`src/rtl/pipe_hazard_ctl.sv`:
```
// pipe_hazard_ctl
// ----------------------------------------------------------------------------
// Central stall/flush sequencer for the 5-stage pipeline. It holds the PC and
// the IF/ID and ID/EX registers while a multi-cycle multiply occupies EX. It
// inserts a bubble on a load-use hazard and squashes the two younger
// instructions on a taken leap. When a trap reaches MEM, it drains the whole
// pipe for TRAP_DRAIN cycles.
//
// Stall and flush outputs are combinational from the registered FSM state and
// the current-cycle inputs, so the pipeline registers consume them in the same
// cycle. The cause priority is trap > mul > leap > load-use. Only the winning
// cause drives the outputs, so a register never sees a stall and a flush
// together.
//
// Parameters:
//   MUL_LAT     total cycles a mul occupies EX (1..16); 1 means no stall
//   TRAP_DRAIN  flush cycles after a trap is seen in MEM (1..16)
//
// Ports:
//   clk, reset          pipeline clock, synchronous active-low reset
//   id_rs1/id_rs2       source registers of the ID instruction
//   id_uses_rs2         ID instruction reads rs2
//   ex_destReg          destination of the EX instruction
//   ex_RegWrite         EX instruction writes the GPR file
//   ex_MemToReg         EX instruction is a load
//   ex_mul              EX instruction is a mul
//   ex_leap             EX instruction is a taken jump/branch
//   mem_trap            MEM instruction is a trap
//   pc_stall            hold PC
//   if_id_stall         hold IF/ID
//   id_ex_stall         hold ID/EX
//   if_id_flush         bubble into IF/ID
//   id_ex_flush         bubble into ID/EX
//   ex_mem_flush        bubble into EX/MEM
//   mul_busy            FSM is in MUL
//   state               FSM state: 00 RUN, 01 MUL, 10 TRAP
// ----------------------------------------------------------------------------
module pipe_hazard_ctl #(
    parameter int MUL_LAT    = 5,
    parameter int TRAP_DRAIN = 3
) (
    input  logic       clk,
    input  logic       reset,
    input  logic [4:0] id_rs1,
    input  logic [4:0] id_rs2,
    input  logic       id_uses_rs2,
    input  logic [4:0] ex_destReg,
    input  logic       ex_RegWrite,
    input  logic       ex_MemToReg,
    input  logic       ex_mul,
    input  logic       ex_leap,
    input  logic       mem_trap,
    output logic       pc_stall,
    output logic       if_id_stall,
    output logic       id_ex_stall,
    output logic       if_id_flush,
    output logic       id_ex_flush,
    output logic       ex_mem_flush,
    output logic       mul_busy,
    output logic [1:0] state
);

    typedef enum logic [1:0] {
        ST_RUN  = 2'b00,
        ST_MUL  = 2'b01,
        ST_TRAP = 2'b10
    } state_e;

    // A one-cycle mul needs no stall, so the MUL state is never entered.
    localparam bit MUL_ENABLED = (MUL_LAT > 1);

    // The entry cycle counts as the first busy cycle. MUL therefore runs
    // MUL_LAT-1 further cycles, and the last of them is the cnt==0 release
    // cycle.
    localparam logic [3:0] MUL_LOAD  = MUL_ENABLED ? 4'(MUL_LAT - 2) : 4'd0;

    // The entry cycle is the first flush cycle. TRAP counts the rest down
    // to 1.
    localparam logic [3:0] TRAP_LOAD = 4'(TRAP_DRAIN - 1);

    // With a single drain cycle, the entry cycle is the whole drain.
    localparam state_e TRAP_NEXT = (TRAP_DRAIN == 1) ? ST_RUN : ST_TRAP;

    state_e     r_state;
    state_e     w_state_nxt;
    logic [3:0] r_cnt;
    logic [3:0] w_cnt_nxt;

    logic w_load_use;
    logic w_eval_hazards;
    logic w_pc_stall;
    logic w_if_id_stall;
    logic w_id_ex_stall;
    logic w_if_id_flush;
    logic w_id_ex_flush;
    logic w_ex_mem_flush;

    // Register 0 is hard-wired, so a load to r0 never creates a dependency.
    assign w_load_use = ex_MemToReg && ex_RegWrite && (ex_destReg != 5'd0) &&
                        ((ex_destReg == id_rs1) ||
                         (id_uses_rs2 && (ex_destReg == id_rs2)));

    // Next-state and stall/flush decode, in trap > mul > leap > load-use order.
    always_comb begin
        w_state_nxt    = r_state;
        w_cnt_nxt      = r_cnt;
        w_eval_hazards = 1'b0;
        w_pc_stall     = 1'b0;
        w_if_id_stall  = 1'b0;
        w_id_ex_stall  = 1'b0;
        w_if_id_flush  = 1'b0;
        w_id_ex_flush  = 1'b0;
        w_ex_mem_flush = 1'b0;

        if (mem_trap) begin
            // A trap aborts a multiply and restarts an ongoing drain.
            w_if_id_flush  = 1'b1;
            w_id_ex_flush  = 1'b1;
            w_ex_mem_flush = 1'b1;
            w_state_nxt    = TRAP_NEXT;
            w_cnt_nxt      = TRAP_LOAD;
        end else begin
            case (r_state)
                ST_RUN: begin
                    if (MUL_ENABLED && ex_mul) begin
                        w_pc_stall     = 1'b1;
                        w_if_id_stall  = 1'b1;
                        w_id_ex_stall  = 1'b1;
                        w_ex_mem_flush = 1'b1;
                        w_state_nxt    = ST_MUL;
                        w_cnt_nxt      = MUL_LOAD;
                    end else begin
                        w_eval_hazards = 1'b1;
                    end
                end
                ST_MUL: begin
                    if (r_cnt != 4'd0) begin
                        w_pc_stall     = 1'b1;
                        w_if_id_stall  = 1'b1;
                        w_id_ex_stall  = 1'b1;
                        w_ex_mem_flush = 1'b1;
                        w_cnt_nxt      = r_cnt - 4'd1;
                    end else begin
                        // The result moves on to EX/MEM. ex_mul is still high
                        // here but must not retrigger a multiply.
                        w_state_nxt    = ST_RUN;
                        w_cnt_nxt      = 4'd0;
                        w_eval_hazards = 1'b1;
                    end
                end
                ST_TRAP: begin
                    w_if_id_flush  = 1'b1;
                    w_id_ex_flush  = 1'b1;
                    w_ex_mem_flush = 1'b1;
                    if (r_cnt <= 4'd1) begin
                        w_state_nxt = ST_RUN;
                        w_cnt_nxt   = 4'd0;
                    end else begin
                        w_cnt_nxt   = r_cnt - 4'd1;
                    end
                end
                default: begin
                    w_state_nxt = ST_RUN;
                    w_cnt_nxt   = 4'd0;
                end
            endcase
        end

        // A leap squashes the ID instruction, so its load-use stall is moot.
        if (w_eval_hazards) begin
            if (ex_leap) begin
                w_if_id_flush = 1'b1;
                w_id_ex_flush = 1'b1;
            end else if (w_load_use) begin
                w_pc_stall    = 1'b1;
                w_if_id_stall = 1'b1;
                w_id_ex_flush = 1'b1;
            end else begin
                w_pc_stall    = 1'b0;
            end
        end else begin
            w_eval_hazards = 1'b0;
        end
    end

    // FSM state and cycle counter.
    always_ff @(posedge clk) begin
        if (!reset) begin
            r_state <= ST_RUN;
            r_cnt   <= 4'd0;
        end else begin
            r_state <= w_state_nxt;
            r_cnt   <= w_cnt_nxt;
        end
    end

    // While reset is low, every output is forced to 0.
    assign pc_stall     = reset & w_pc_stall;
    assign if_id_stall  = reset & w_if_id_stall;
    assign id_ex_stall  = reset & w_id_ex_stall;
    assign if_id_flush  = reset & w_if_id_flush;
    assign id_ex_flush  = reset & w_id_ex_flush;
    assign ex_mem_flush = reset & w_ex_mem_flush;
    assign mul_busy     = reset & (r_state == ST_MUL);
    assign state        = reset ? r_state : 2'b00;

    pipe_hazard_ctl_chk u_chk (
        .clk          (clk),
        .reset        (reset),
        .if_id_stall  (if_id_stall),
        .id_ex_stall  (id_ex_stall),
        .if_id_flush  (if_id_flush),
        .id_ex_flush  (id_ex_flush),
        .mul_busy     (mul_busy),
        .state        (state)
    );

endmodule

// pipe_hazard_ctl_chk
// ----------------------------------------------------------------------------
// Structural invariants of the sequencer outputs. This module contains only
// assertions and drives nothing.
//
// Ports: clk/reset plus the observed controller outputs (all inputs).
// ----------------------------------------------------------------------------
module pipe_hazard_ctl_chk (
    input logic       clk,
    input logic       reset,
    input logic       if_id_stall,
    input logic       id_ex_stall,
    input logic       if_id_flush,
    input logic       id_ex_flush,
    input logic       mul_busy,
    input logic [1:0] state
);

    a_if_id_excl: assert property (@(posedge clk) disable iff (!reset)
        !(if_id_stall && if_id_flush));

    a_id_ex_excl: assert property (@(posedge clk) disable iff (!reset)
        !(id_ex_stall && id_ex_flush));

    a_busy_state: assert property (@(posedge clk) disable iff (!reset)
        (mul_busy == (state == 2'b01)));

    a_state_legal: assert property (@(posedge clk) disable iff (!reset)
        (state != 2'b11));

endmodule

```
`config.mk`:
```
export PLATFORM = sky130hd
export DESIGN_NAME = pipe_hazard_ctl
export DESIGN_NICKNAME = d
export VERILOG_FILES = /design/src/rtl/pipe_hazard_ctl.sv
export SDC_FILE = /design/constraint.sdc
export NUM_CORES = 1
export LEC_CHECK = 0
export CAP_MARGIN = 10
export CORE_MARGIN = 2
export CORE_UTILIZATION = 40
export CTS_BUF_LIST = sky130_fd_sc_hd__clkbuf_8
export DETAILED_ROUTE_END_ITERATION = 10
export DONT_BUFFER_PORTS = 1
export PLACE_DENSITY_LB_ADDON = 0.1
export SETUP_SLACK_MARGIN = 0.4
export SKIP_CTS_REPAIR_TIMING = 1
export SYNTH_ARGS = -nofsm -noshare
export SYNTH_HDL_FRONTEND = slang
export SYNTH_SLANG_ARGS = --single-unit
```
`constraint.sdc`:
```
create_clock -name clk -period 2.8 [get_ports clk]
set_clock_uncertainty 0.1 [all_clocks]
set_input_delay 0.42 -clock clk [delete_from_list [all_inputs] [get_ports clk]]
set_output_delay 0.42 -clock clk [all_outputs]
set_load 0.01 [all_outputs]
```
Yosys cells after proc, flatten, opt, wreduce, memory -nomap -nowiden
Index checks and enable logic that the tools add are counted.
Widths: inputs -> output; s select.
{"block": "op_classes", "n_addsub": 1, "eq_ne": 10, "n_reduce_logical": 11, "n_lt_le_gt_ge": 1, "mux": 34, "bitwise": 8}
{"operator": "$mux 1", "count": 20}
{"operator": "$mux 2", "count": 6}
{"operator": "$mux 4", "count": 3}
{"operator": "$pmux 4 s3", "count": 1}
{"operator": "$eq 5x5->1", "count": 2}
{"operator": "$ne 3x3->1 const B", "count": 3}
{"operator": "$and 1x1->1", "count": 7}
{"operator": "$ne 2x2->1 const B", "count": 3}
{"operator": "$pmux 2 s3", "count": 1}
{"operator": "$reduce_and 3->1", "count": 2}
{"operator": "$reduce_bool 5->1", "count": 1}
{"operator": "$le 4x1->1 const B", "count": 1}
{"operator": "$logic_and 1x1->1", "count": 4}
{"operator": "$pmux 1 s2", "count": 2}
{"operator": "$reduce_bool 4->1", "count": 1}
{"operator": "$sub 4x1->4 const B", "count": 1}
{"operator": "$pmux 1 s3", "count": 1}
{"operator": "$eq 2x1->1 const B", "count": 1}
{"operator": "$eq 2x2->1 const B", "count": 1}
{"operator": "$logic_not 2->1", "count": 1}
{"operator": "$reduce_or 2->1", "count": 1}
{"operator": "$logic_or 1x1->1", "count": 1}
{"operator": "$not 1->1", "count": 1}
{"block": "word_totals", "regBits": 6, "output_inout_bits": 9}

Depth between registers and ports, before layout
{"block": "depth", "word_depth": 8, "ltp_mapped": 6, "ltp_nobuf": 6}

Worst setup path after synthesis
No wires, ideal clock.
{"block": "synth_timing", "kind": "register to output", "start": "reg r_cnt[0]", "end": "out id_ex_flush", "stages_incl_launch_ff": 7, "required_ps": 2280, "arrival_time_ps": 1654, "path_slack_ps": 626, "path_cell_list": "dfxtp_1 inv_1 ha_1 or4b_4 a311oi_2 nand2b_1 o2bb2ai_1"}
{"block": "synth_between", "elab_chain_cells": 6}
{"item": "from (decl)", "line_no": "86", "rtl": "logic [3:0] r_cnt;"}
{"item": "from (signal assigned)", "line_no": "193", "rtl": "r_cnt <= w_cnt_nxt;"}
{"item": "$reduce_bool 4->1", "line_no": "137", "rtl": "if (r_cnt != 4'd0) begin"}
{"item": "$mux 1", "line_no": "137"}
{"item": "$pmux 1 s2", "line_no": "123", "rtl": "case (r_state)"}
{"item": "$mux 1", "line_no": "115", "rtl": "if (mem_trap) begin"}
{"item": "$mux 1", "line_no": "170", "rtl": "if (w_eval_hazards) begin"}
{"item": "$and 1x1->1", "line_no": "202", "rtl": "assign id_ex_flush = reset & w_id_ex_flush;"}
{"item": "to (decl)", "line_no": "57", "rtl": "output logic id_ex_flush,"}
No other way between the ends.

Worst setup path in the final report
{"block": "layout_timing", "start": "reg r_cnt[1]", "end": "out id_ex_flush"}
The elaborated chain is that of the path after synthesis.

==> flow_metrics.env <==
export IMPL_status="complete, no violations"
export IMPL_syn2layout_area_growth_pct=15.27
export IMPL_num_io_pins=32
export IMPL_drc_errors=0
export IMPL_placedCellCount=94
export IMPL_min_period_over_period=0.8345
export IMPL_stdcell_area_um2=708.2
export IMPL_ys_ff_latch=6
export IMPL_leakage_nw=0.2756
export IMPL_cts_made_buffers=3
export IMPL_hold_worst_slack_ps=320.5
export IMPL_path_delay_family="simple AND/OR/NAND/NOR gates"
export IMPL_final_cell_mix="xor2_1, nor2_1, inv_1, nor3_1, a21oi_1"
export IMPL_setup_violations=0
export IMPL_grt_overflow=0
export IMPL_cts_reportedPaths_clkPinSlew_ps=30
export IMPL_drive_gt1_frac=0.1728
export IMPL_critPathCaptureType="primary output"
export IMPL_post_dp_cell_area_um2=614.3
export IMPL_synth_async_reset_ratio=0
export IMPL_wirelength_um=1461
export IMPL_instances_no_fill=97
export IMPL_antennaDiodeCount=0
export IMPL_syn_area_per_cell_um2=7.584
export IMPL_viasPerCell=6.062
export IMPL_die_y_um=43.19
export IMPL_ys_flop_type="dfxtp_1"
export IMPL_hold_viol_final=0
export IMPL_grt_pass1_wl_um=2249
export IMPL_yosysSeqAreaShare=0.1955
export IMPL_grt_use_total=0.1561
export IMPL_slowest_stage="or4b_4"
export IMPL_htreeDepth=1
export IMPL_ys_warn_count=0
export IMPL_final_common_cell="xor2_1"
export IMPL_die_w_um=43.19
export IMPL_worst_pin_slew_ps=481.4
export IMPL_nFillCells=155
export IMPL_ant_nets=0
export IMPL_synth_edff_count=0
export IMPL_syn_inst=81
export IMPL_p_per_area_mw_per_mm2=420.3
export IMPL_rows=14
export IMPL_slew_headroom=0.6746
export IMPL_start_util=0.4175
export IMPL_finalCriticalPeriod_ps=2337
export IMPL_rsz0062_at_grt="no"
export IMPL_drt_iter0_drc=17
export IMPL_peakVddDrop_v=0.0002576
export IMPL_grt_pass1_vias=532
export IMPL_antenna_found_initial=0
export IMPL_crit_arrival_ps=1820
export IMPL_vias=588
export IMPL_start_kind="flip-flop"
export IMPL_syn_area_um2=614.3
export IMPL_finalSetupTns_ps=0
export IMPL_fmax_mhz=428.0
export IMPL_clock_path_buffers=2
export IMPL_first_pass_iters=4
export IMPL_cpPeakStageDelay_ps=480
export IMPL_dieArea_mm2=0.001865
export IMPL_ys_types=34
export IMPL_insertion_delay_ps=220
export IMPL_core_mm2=0.001471
export IMPL_timing_critical_path_buf_inv=1
export IMPL_port_buffers=0
export IMPL_cts_tree="done"
export IMPL_slew_violations=0
export IMPL_dpl_hpwl_um=1097
export IMPL_path_max_fanout=5
export IMPL_required_ps=2280
export IMPL_cts_sinks=6
export IMPL_path_class="flip-flop to primary output"
export IMPL_critical_path_cell_chain="inv_2 > ha_4 > or4b_4 > a311oi_4 > nand2b_1 > o2bb2ai_2"
export IMPL_hold_path_class="input pin to flip-flop"
export IMPL_synth_fp_nets=106
export IMPL_maxCapViolations=0
export IMPL_root_buffer="clkbuf_8"
export IMPL_r2r_setup_slack_ps=1180
export IMPL_grt_max_degree=15
export IMPL_finish_net_count=108
export IMPL_gp_congestion=0.7604
export IMPL_wl_per_cell_um=15.06
==> flip-flops by register name, summed over array words and instances (netlist names) <==
name / count
r_cnt: 4
r_state: 2
==> routing by layer <==
metal / vias up / global-route usage / share of wire
li1: 295 / - / -
met1: 263 / 0.2113 / 0.46
met2: 28 / 0.2388 / 0.48
met3: 2 / 0.02553 / 0.065
met4: 0 / 0.07273 / 0.0027
met5: - / 0 / 0
==> cell usage after synthesis, types with 2 or more instances <==
cell     count  area [um2]
o21ai_0      3       15.01
a21oi_1      5       25.02
inv_1        7       26.28
o41ai_1      2       17.52
dfxtp_1      6       120.1
nor3b_1      2       15.01
nand4_1      2       12.51
ha_1         2       25.02
nor2_1       8       30.03
nor3_1       5       25.02
nor4_1       2       12.51
nand2_1      4       15.01
xor2_1      11       96.34
and2_1       2       12.51
==> final timing paths <==
path	startpoint	to	cells after the start
setup / recovery	r_cnt[1]	id_ex_flush	6
hold / removal	ex_mul	r_cnt[0]	2
setup reg to reg	r_cnt[1]	r_state[0]	6
hold reg to reg	r_cnt[0]	r_cnt[0]	3
==> cell families after synthesis <==
group / Yosys count / synth area share
fa+ha+maj: 2 / 0.04073
buf+inv: 10 / 0.07535
compound gates: 19 / 0.2200
simple gates: 31 / 0.2810
xor+xnor: 12 / 0.1711
mux: 1 / 0.01629
flops: 6 / 0.1955
==> per-stage QoR <==
stage | utilization | setup slack, ps | power, mW
6_report | 0.4813 | 463.4 | 0.2977
5_1_grt | 0.4813 | 397.8 | 0.3167
4_1_cts | 0.4456 | 271.2 | 0.2909
3_5_place_dp | 0.4175 | 510.7 | 0.1637
3_3_place_gp | 0.4175 | 519.7 | 0.1643
2_1_floorplan | - | 626.3 | 0.1541
==> area by class of cell <==
type                       count  area (um2)  share of cell area
sequential                     6       122.6              0.1731
tap                           16       20.02             0.02827
inverter                       7       26.28             0.03710
clock buffer                   3       41.29             0.05830
multi-input combinational     65       498.0              0.7032
==> report_power, final <==
part	switching, mW	internal [mW]	total, mW
combinational	0.0410	0.0347	0.0757
clock	0.0312	0.0918	0.123
sequential	0.00846	0.0905	0.0989
total	0.0807	0.217	0.298
Power figures use the tool's default switching activity.
==> edit: new RTL, same flow settings <==
Make the reset (`reset`) asynchronous in one clocked block. Comments in the files are not updated.
--- a/src/rtl/pipe_hazard_ctl.sv
+++ b/src/rtl/pipe_hazard_ctl.sv
@@ -184,7 +184,7 @@
     end
 
     // FSM state and cycle counter.
-    always_ff @(posedge clk) begin
+    always_ff @(posedge clk or negedge reset) begin
         if (!reset) begin
             r_state <= ST_RUN;
             r_cnt   <= 4'd0;
Function: no difference found for any inputs over 10 cycles, from zero or initial values and one cycle with reset low; that may be too few to reach the edited logic, so the function may still have changed.
==> edit against the original RTL <==
- synthesized area grew 1.6%
- setup slack got worse by 240 ps
- routed wire length rose by 12%
- final area increased by 7.1%
- critical endpoint unchanged
- utilization up 2.8 points
- sequential cell count stayed put
- die area grew 1.5%
Power is not compared: it rests on default switching activity, and its combinational part moved more than twofold at a synthesized area within 25%.
==> edit: results (changes against the original RTL) <==
| Parameter | This run | vs unedited |
| --- | --- | --- |
| Initial drt markers | 7 | was 17 |
| Sequential cell area fraction in the yosys report | 24.0% | was 19.6% |
| Max transition margin | 60.1% | was 67.5% |
| Diodes inserted | 0 | unchanged |
| Multiplexer fraction of the synthesized cell area | 0% | was 1.63% |
| Via count of the first global-routing pass | 518 | was 532 |
| Class of the most critical hold timing path | in -> reg | unchanged |
| Count of input and output buffers | 0 | unchanged |
| Number of synthesis warnings | 0 | unchanged |
| Final weighted congestion in routability-driven placement | 0.744 | was 0.760 |
| Data arrival time of the critical path | 2060 ps | was 1820 ps |
| Clock insertion delay at the later pin of the skew report | 220 ps | about the same |
| Standard cell with the maximum stage delay on the critical path | or4b_4 | unchanged |
| Mean routed wirelength per cell | 16.5 um | was 15.1 um |
| Number of clock buffers inserted by TritonCTS | 3 | unchanged |
| Number of H-tree levels | 1 | unchanged |
| Clock-pin slew on the worst setup and hold paths | 40 ps |  |
| Number of buffers between clock root and the deepest sink | 2 | unchanged |
| Switching power as a share of total power | 42.2% |  |
| Post-Synth Adder-Cell Area | 4.01% | was 4.07% |
| Root buf cell | clkbuf_8 | unchanged |
| Antenna violations before repair | 0 | unchanged |
| Worst voltage drop across the vdd grid | 0.418 mV |  |
| Cells taking the most area after synthesis | dfrtp_1, xor2_1, nand2_1 | was dfxtp_1, xor2_1, nor2_1 |
| DR vias/cell | 6.08 | was 6.06 |
| Leading registers by flop count | r_cnt (4), r_state (2) | unchanged |
| Leakage power | 0.327 nW |  |
| Synth Area in Compound Gates | 25.1% | was 22.0% |
| Worst-path maximum fanout | 5 | unchanged |
| Share of cells above drive strength 1 | 20.5% | was 17.3% |
| Nets | 110 | was 108 |
| Number of iterations in the first detailed-routing pass | 4 | unchanged |
| Post-synthesis area per instance | 8.00 sq um | was 7.58 sq um |
| Commonest cells in the netlist | xor2_1, nand2_1, nor2_1, dfrtp_1, inv_1 | was xor2_1, nor2_1, inv_1, dfxtp_1 |
| Run status | finished clean | unchanged |
| Synth Net Count | 103 | was 106 |
| Delay of the slowest cell on the worst path | 480 ps | about the same |
| Vias | 602 | was 588 |
| Unique masters post-synth | 33 | was 34 |
| All-Layer GR Usage | 16.1% | was 15.6% |
| Post-synthesis async set-or-reset flop share | 100% | was 0% |
| Largest net degree at the start of global routing | 13 | was 15 |
| Half-perimeter wire length of the detailed placement result | 1130 um | was 1100 um |
| Synthesized-area fraction occupied by xor and xnor cells | 15.4% | was 17.1% |
| Total placed cells including tap cells | 92 | was 94 |
| Wire length of the first global-routing pass | 2240 um | was 2250 um |
## edit: through the flow
step	utilization (%)	setup WS [ps]	cell area, sq um
floorplan	-	507	624
global placement	42.9	416	638
detailed placement	42.9	344	638
CTS	45.6	107	679
global route	50.9	165	758
finish	50.9	223	758
## edit: area by class of cell
class,count,area [sq um]
Fill cell,149,731
Multi-Input combinational cell,63,484
Sequential cell,6,150
Clock buffer,3,41.3
Timing Repair Buffer,5,40.0
Inverter,6,22.5
Tap cell,16,20.0
## edit: worst paths after layout
check,from,to,slack (ps),cells past startpoint
max in group asynchronous,reset,r_state[0],1970,1
hold / removal,mem_trap,r_cnt[0],160,1
hold reg to reg,r_cnt[3],r_cnt[3],470,2
setup / recovery,r_cnt[0],id_ex_flush,220,6
min in group asynchronous,reset,r_state[1],410,1
setup reg to reg,r_cnt[1],r_cnt[0],980,7
## edit: power by group through the flow
| stage | registers (mW) | logic [mW] | clock network [mW] |
|---|---|---|---|
| finish | 0.162 | 0.319 | 0.130 |
| detailed placement | 0.159 | 0.242 | 0 |
| floorplan | 0.145 | 0.206 | 0 |
| global route | 0.167 | 0.354 | 0.141 |
| CTS | 0.158 | 0.244 | 0.133 |
| global placement | 0.159 | 0.244 | 0 |
## edit: cell families after synthesis
kind of cell    count (synthesis)
simple gates                   30
buf+inv                         9
xor+xnor                       11
compound gates                 20
flops                           6
fa+ha+maj                       2
## edit: worst max-delay path, delay by kind of cell (launching register included)
kind / cells / cell delay, ps
buf+inv: 1 / 100
fa+ha+maj: 1 / 130
compound gates: 3 / 710
simple gates: 1 / 480
flops: 1 / 410
## edit: layer usage
metal	up-vias	track usage, %	routed length [um]	part of all wire (%)
li1	296	-	-	-
met1	282	21.7	714	44
met2	22	24.2	810	49
met3	2	5.42	99	6.0
met4	0	5.45	14	0.85
met5	-	0	0	0
